<file path="config.mk">
export PLATFORM = sky130hd
export DESIGN_NAME = data_mem_ctrl
export DESIGN_NICKNAME = d
export VERILOG_FILES = /design/src/rtl/mem_ctrl_pkg.sv /design/src/rtl/data_mem_ctrl.sv
export SDC_FILE = /design/constraint.sdc
export NUM_CORES = 1
export LEC_CHECK = 0
export ABC_AREA = 0
export CAP_MARGIN = 30
export CORE_UTILIZATION = 38
export CTS_CLUSTER_DIAMETER = 50
export DETAILED_ROUTE_END_ITERATION = 8
export PLACE_DENSITY_LB_ADDON = 0.2
export SYNTH_ARGS = -nofsm -noshare
export SYNTH_HDL_FRONTEND = slang
export SYNTH_SLANG_ARGS = --single-unit
</file>
<file path="constraint.sdc">
create_clock -name clk -period 2 [get_ports clk]
set_input_delay 0.3 -clock clk [delete_from_list [all_inputs] [get_ports clk]]
set_output_delay 0.3 -clock clk [all_outputs]
set_load 0.005 [all_outputs]
</file>
<file path="src/rtl/mem_ctrl_pkg.sv">
// Shared types and parameter defaults for the data-memory controller.
// Holds the FSM state encoding and the word-width / depth / read-latency defaults.
package mem_ctrl_pkg;

    localparam int DATA_W_DEF   = 32;
    localparam int ADDR_W_DEF   = 10;
    localparam int READ_LAT_DEF = 2;

    // Wide enough for the largest preload value, READ_LAT-1 = 3.
    localparam int CNT_W = 2;

    // ACCESS is the single BRAM strobe cycle that follows acceptance.
    typedef enum logic [1:0] {
        IDLE    = 2'd0,
        ACCESS  = 2'd1,
        RD_WAIT = 2'd2,
        RESP    = 2'd3
    } state_e;

endpackage

</file>
<file path="src/rtl/data_mem_ctrl.sv">
// Word-aligned load/store bridge from the control unit to a single-port BRAM.
// Write done +2, read +READ_LAT+2, reject +1; new requests are only taken in IDLE, others set overrun.
module data_mem_ctrl
    import mem_ctrl_pkg::*;
#(
    parameter int DATA_W   = DATA_W_DEF,
    parameter int ADDR_W   = ADDR_W_DEF,
    parameter int READ_LAT = READ_LAT_DEF
) (
    input  logic              clk,
    input  logic              reset,
    input  logic              MemEn,
    input  logic              MemWen,
    input  logic [31:0]       addr,
    input  logic [DATA_W-1:0] wdata,
    output logic [DATA_W-1:0] rdata,
    output logic              mem_ready,
    output logic              mem_err,
    output logic              busy,
    output logic              overrun,
    output logic              bram_en,
    output logic              bram_we,
    output logic [ADDR_W-1:0] bram_addr,
    output logic [DATA_W-1:0] bram_din,
    input  logic [DATA_W-1:0] bram_dout
);

    localparam logic [CNT_W-1:0] CNT_INIT = CNT_W'(READ_LAT - 1);

    state_e              state_q;
    logic [CNT_W-1:0]    cnt_q;
    logic                we_q;
    logic [ADDR_W-1:0]   waddr_q;
    logic [DATA_W-1:0]   wdata_q;
    logic [DATA_W-1:0]   rdata_q;
    logic                ready_q;
    logic                err_q;
    logic                overrun_q;
    logic                bram_en_q;
    logic                bram_we_q;
    logic                addr_ok_d;

    // Word aligned and inside the BRAM's byte range.
    assign addr_ok_d = (addr[1:0] == 2'b00) && ((addr >> (ADDR_W + 2)) == 32'd0);

    always_ff @(posedge clk) begin
        if (reset) begin
            state_q   <= IDLE;
            cnt_q     <= '0;
            we_q      <= 1'b0;
            waddr_q   <= '0;
            wdata_q   <= '0;
            rdata_q   <= '0;
            ready_q   <= 1'b0;
            err_q     <= 1'b0;
            overrun_q <= 1'b0;
            bram_en_q <= 1'b0;
            bram_we_q <= 1'b0;
        end else begin
            ready_q   <= 1'b0;
            err_q     <= 1'b0;
            bram_en_q <= 1'b0;
            bram_we_q <= 1'b0;

            if (MemEn && (state_q != IDLE)) begin
                overrun_q <= 1'b1;
            end

            case (state_q)
                IDLE: begin
                    if (MemEn) begin
                        we_q    <= MemWen;
                        waddr_q <= addr[ADDR_W+1:2];
                        wdata_q <= wdata;
                        if (addr_ok_d) begin
                            state_q   <= ACCESS;
                            bram_en_q <= 1'b1;
                            bram_we_q <= MemWen;
                        end else begin
                            state_q <= RESP;
                            ready_q <= 1'b1;
                            err_q   <= 1'b1;
                        end
                    end
                end
                ACCESS: begin
                    if (we_q) begin
                        state_q <= RESP;
                        ready_q <= 1'b1;
                    end else begin
                        state_q <= RD_WAIT;
                        cnt_q   <= CNT_INIT;
                    end
                end
                RD_WAIT: begin
                    if (cnt_q == '0) begin
                        rdata_q <= bram_dout;
                        state_q <= RESP;
                        ready_q <= 1'b1;
                    end else begin
                        cnt_q <= cnt_q - 1'b1;
                    end
                end
                RESP: begin
                    state_q <= IDLE;
                end
                default: begin
                    state_q <= IDLE;
                end
            endcase
        end
    end

    assign rdata     = rdata_q;
    assign mem_ready = ready_q;
    assign mem_err   = err_q;
    assign busy      = (state_q != IDLE);
    assign overrun   = overrun_q;
    assign bram_en   = bram_en_q;
    assign bram_we   = bram_we_q;
    assign bram_addr = waddr_q;
    assign bram_din  = wdata_q;

endmodule

</file>
==> results by group <==
Synth
  – Synthesized Nets: 490
  – Most frequent cells after synthesis: nand2_1 (153), dfxtp_1 (84), a21oi_1 (78)
  – Most numerous cell in the Yosys netlist: nand2_1
  – Top_reg_cell synth: dfxtp_1
  – Seq cells post-synth: 84
  – Top-area cell type share of the netlist area: a little over half
  – Synth Instances: between 300 and 400
  – Synth area leader: dfxtp_1
  – Yosys synthesis warning count: 0
  – Sequential share of the synthesized area: roughly 54%
  – Synthesized cell area: roughly 3100 sq um
  – Asr flop ratio synth: 0%
  – Post-synth EDFFs: 0
  – Avg Cell Area, Syn: 8.10 sq um
  – Synth top area cells: dfxtp_1 (54%), nand2_1 (18%), a21oi_1 (13%)
  – Post-synth cell types: 30

Timing
  – Unrepaired setup endpoints after global routing: false
  – Setup TNS: 0 ps
  – Final Max Tran Viols: 0
  – Clk_skew: 8.39 ps
  – Final worst slack: 115 ps
  – Slew at the pin closest to its max-slew limit: 422 ps
  – Final hold violation count: 0
  – Slew headroom: 71.9%
  – Final setup fails: 0
  – Fmax achieved: 531 MHz
  – Tmin final: ~1900 ps
  – Fin crit share: a little over nine tenths

Cells and area
  – Layout Nets: 661
  – Post-layout util: between 60% and 70%
  – # fillers: around 640
  – Register area: approximately 1700 sq um
  – Layout cell share with drive strength beyond 1: between 6 and 7%
  – Area delta synth->final: 67.3%
  – Final std cells w/o fill: 663
  – ANT cells: 0
  – Multi-input gate area: 1300 sq um

CTS
  – Hold_buf cts: 0
  – TritonCTS clock tree: built
  – CTS Sinks: 84
  – Clock transition at the registers of the reported paths: 80 ps
  – Post-CTS setup buffer count: 0
  – Max Root-Sink Buffers: 2
  – TritonCTS Buffers: 9
  – Htree depth: 3
  – Root buf cell: clkbuf_8
  – Worst-skew pair later-pin latency: 340 ps

Setup path
  – Crit path DAT: 1580 ps
  – Max FO, Critical Path: 6
  – Crit path buf inv count: 3
  – WP depth: 4
  – CP startpoint kind: flop
  – Crit path max-delay family: buffers and inverters
  – CP Data Required Time: 1700 ps
  – CP startpoint: state_q[0]$_SDFFE_PP0P_
  – Crit-path cells: inv_1 -> ha_2 -> inv_2 -> clkdlybuf4s50_1
  – Critical R2R Launch: state_q[0]$_SDFFE_PP0P_
  – Reg2reg path depth: 6
  – CP Capture Type: output pin
  – Worst path slowest cell: clkdlybuf4s50_1
  – CP Class: reg -> out
  – Max incr delay on CP: around 500 ps

Drt
  – Post-route DRC violation count: 0
  – Routed vias: 3143
  – Vias/cell: 4.74
  – WL/cell: 12.9 um
  – First-pass DRT Iterations: 4
  – DRT Wirelength: 8.57 mm
  – ANT nets after route: 0
  – First DRT Iteration DRCs: 72

Power and ir drop
  – Max VDD drop: 0.502 mV
  – Cell Pwr Density: 1070 nW/um^2
  – Power Total: 5590 uW
  – Leak Pwr: between 0.0015 and 0.002 uW

Floorplanning
  – Die height: 92.6 um
  – CORE AREA: 7850 sq um
  – Die Span X: roughly 93 um
  – # rows: 32
  – Initial Util: 39.7%
  – Total I/O pin count: 180
  – Die area: 8570 sq um

GRT
  – Largest net degree at the start of global routing: 42
  – First-pass GRT wire length: 13.8 mm
  – Vias in the first global route: 2980
  – Initial antenna violation count: 0
  – Grt ovf: 0
  – GRT Total Usage: between 20% and 30%

Placement
  – Port bufs: 179
  – DP Cell Count: 647
  – Setup WS pre-CTS: 325 ps
  – DP Wirelength: 6.27 mm
  – RePlAce Congestion: approximately 0.73

Run
  – Max-Cap Viols: 0

Worst hold path
  – Hold WC Path Type: in -> reg
  – Worst hold path depth: 2
  – Hold Startpoint: reset

Status
  – Status: finished, final reports clean
-- final cells by class --
class | instances | area share, %
inverter | 6 | 0.432
multi-input combinational | 270 | 24.9
clock inverter | 5 | 1.61
tap | 102 | 2.45
clock buffer | 11 | 2.71
timing repair buffer | 185 | 35.6
sequential | 84 | 32.3
-- repair_timing --
item	CTS	global route
setup endpoints to repair	1	1
pin swaps	0	0
resized for setup	1	2
-- worst paths after layout --
kind | to | slack [ps]
worst max-delay path | busy | 120
worst min-delay path | state_q[1]$_SDFFE_PP0P_ | 290
worst max register to register | rdata[20]$_SDFFE_PP0P_ | 500
worst min register to register | bram_din[28]$_SDFFE_PP0P_ | 450
-- placed cells by master (no fill, tap or decap), drive strengths merged --
master / n
clkdlybuf4s50: 178
nand2: 154
dfxtp: 84
a21oi: 78
clkbuf: 11
inv: 7
buf: 7
nor2: 6
ha: 5
nor4: 5
o21ai: 4
and2: 3
nand3: 2
clkinvlp: 2
bufinv: 2
nand4: 2
a221oi: 1
a2bb2oi: 1
a41o: 1
a311oi: 1
nor3: 1
or3b: 1
o31ai: 1
a22oi: 1
or2: 1
o211ai: 1
nand2b: 1
-- where the power goes --
part	total [uW]	internal, uW	switching (uW)	leakage (uW)
clock network	1330	742	586	0.000106
registers	2180	2010	169	0.000687
logic	2090	1090	997	0.00109
-- stage by stage --
stage | area (sq um) | hold slack [ps]
CTS | 5220 | 287
global route | 5220 | 308
floorplan | 3120 | 374
detailed placement | 4990 | 446
global placement | 4990 | 441
finish | 5220 | 294
-- kinds of logic after synthesis --
group                    Yosys count  share of synthesized area (%)
AO/OA/AOI/OAI                     89                           15.0
flip-flops                        84                           53.9
buffers and inverters             31                           4.49
AND/OR/NAND/NOR                  176                           24.5
adder cells (fa/ha/maj)            5                           2.01
-- sequential cells by signal, summed over array words and instances, names as in the netlist --
name	flops
state_q	2
mem_err	1
bram_en	1
cnt_q	2
bram_din	32
rdata	32
bram_addr	10
mem_ready	1
bram_we	1
we_q	1
overrun	1
-- routing by layer --
metal	vias up	global-route usage, %	wire, um
met1	1414	23.3	3580
met2	122	33.7	4010
met3	11	7.64	871
met5	-	0	0
li1	1596	-	-
met4	0	7.29	107
Note: power is estimated with default switching activity, not from simulation.
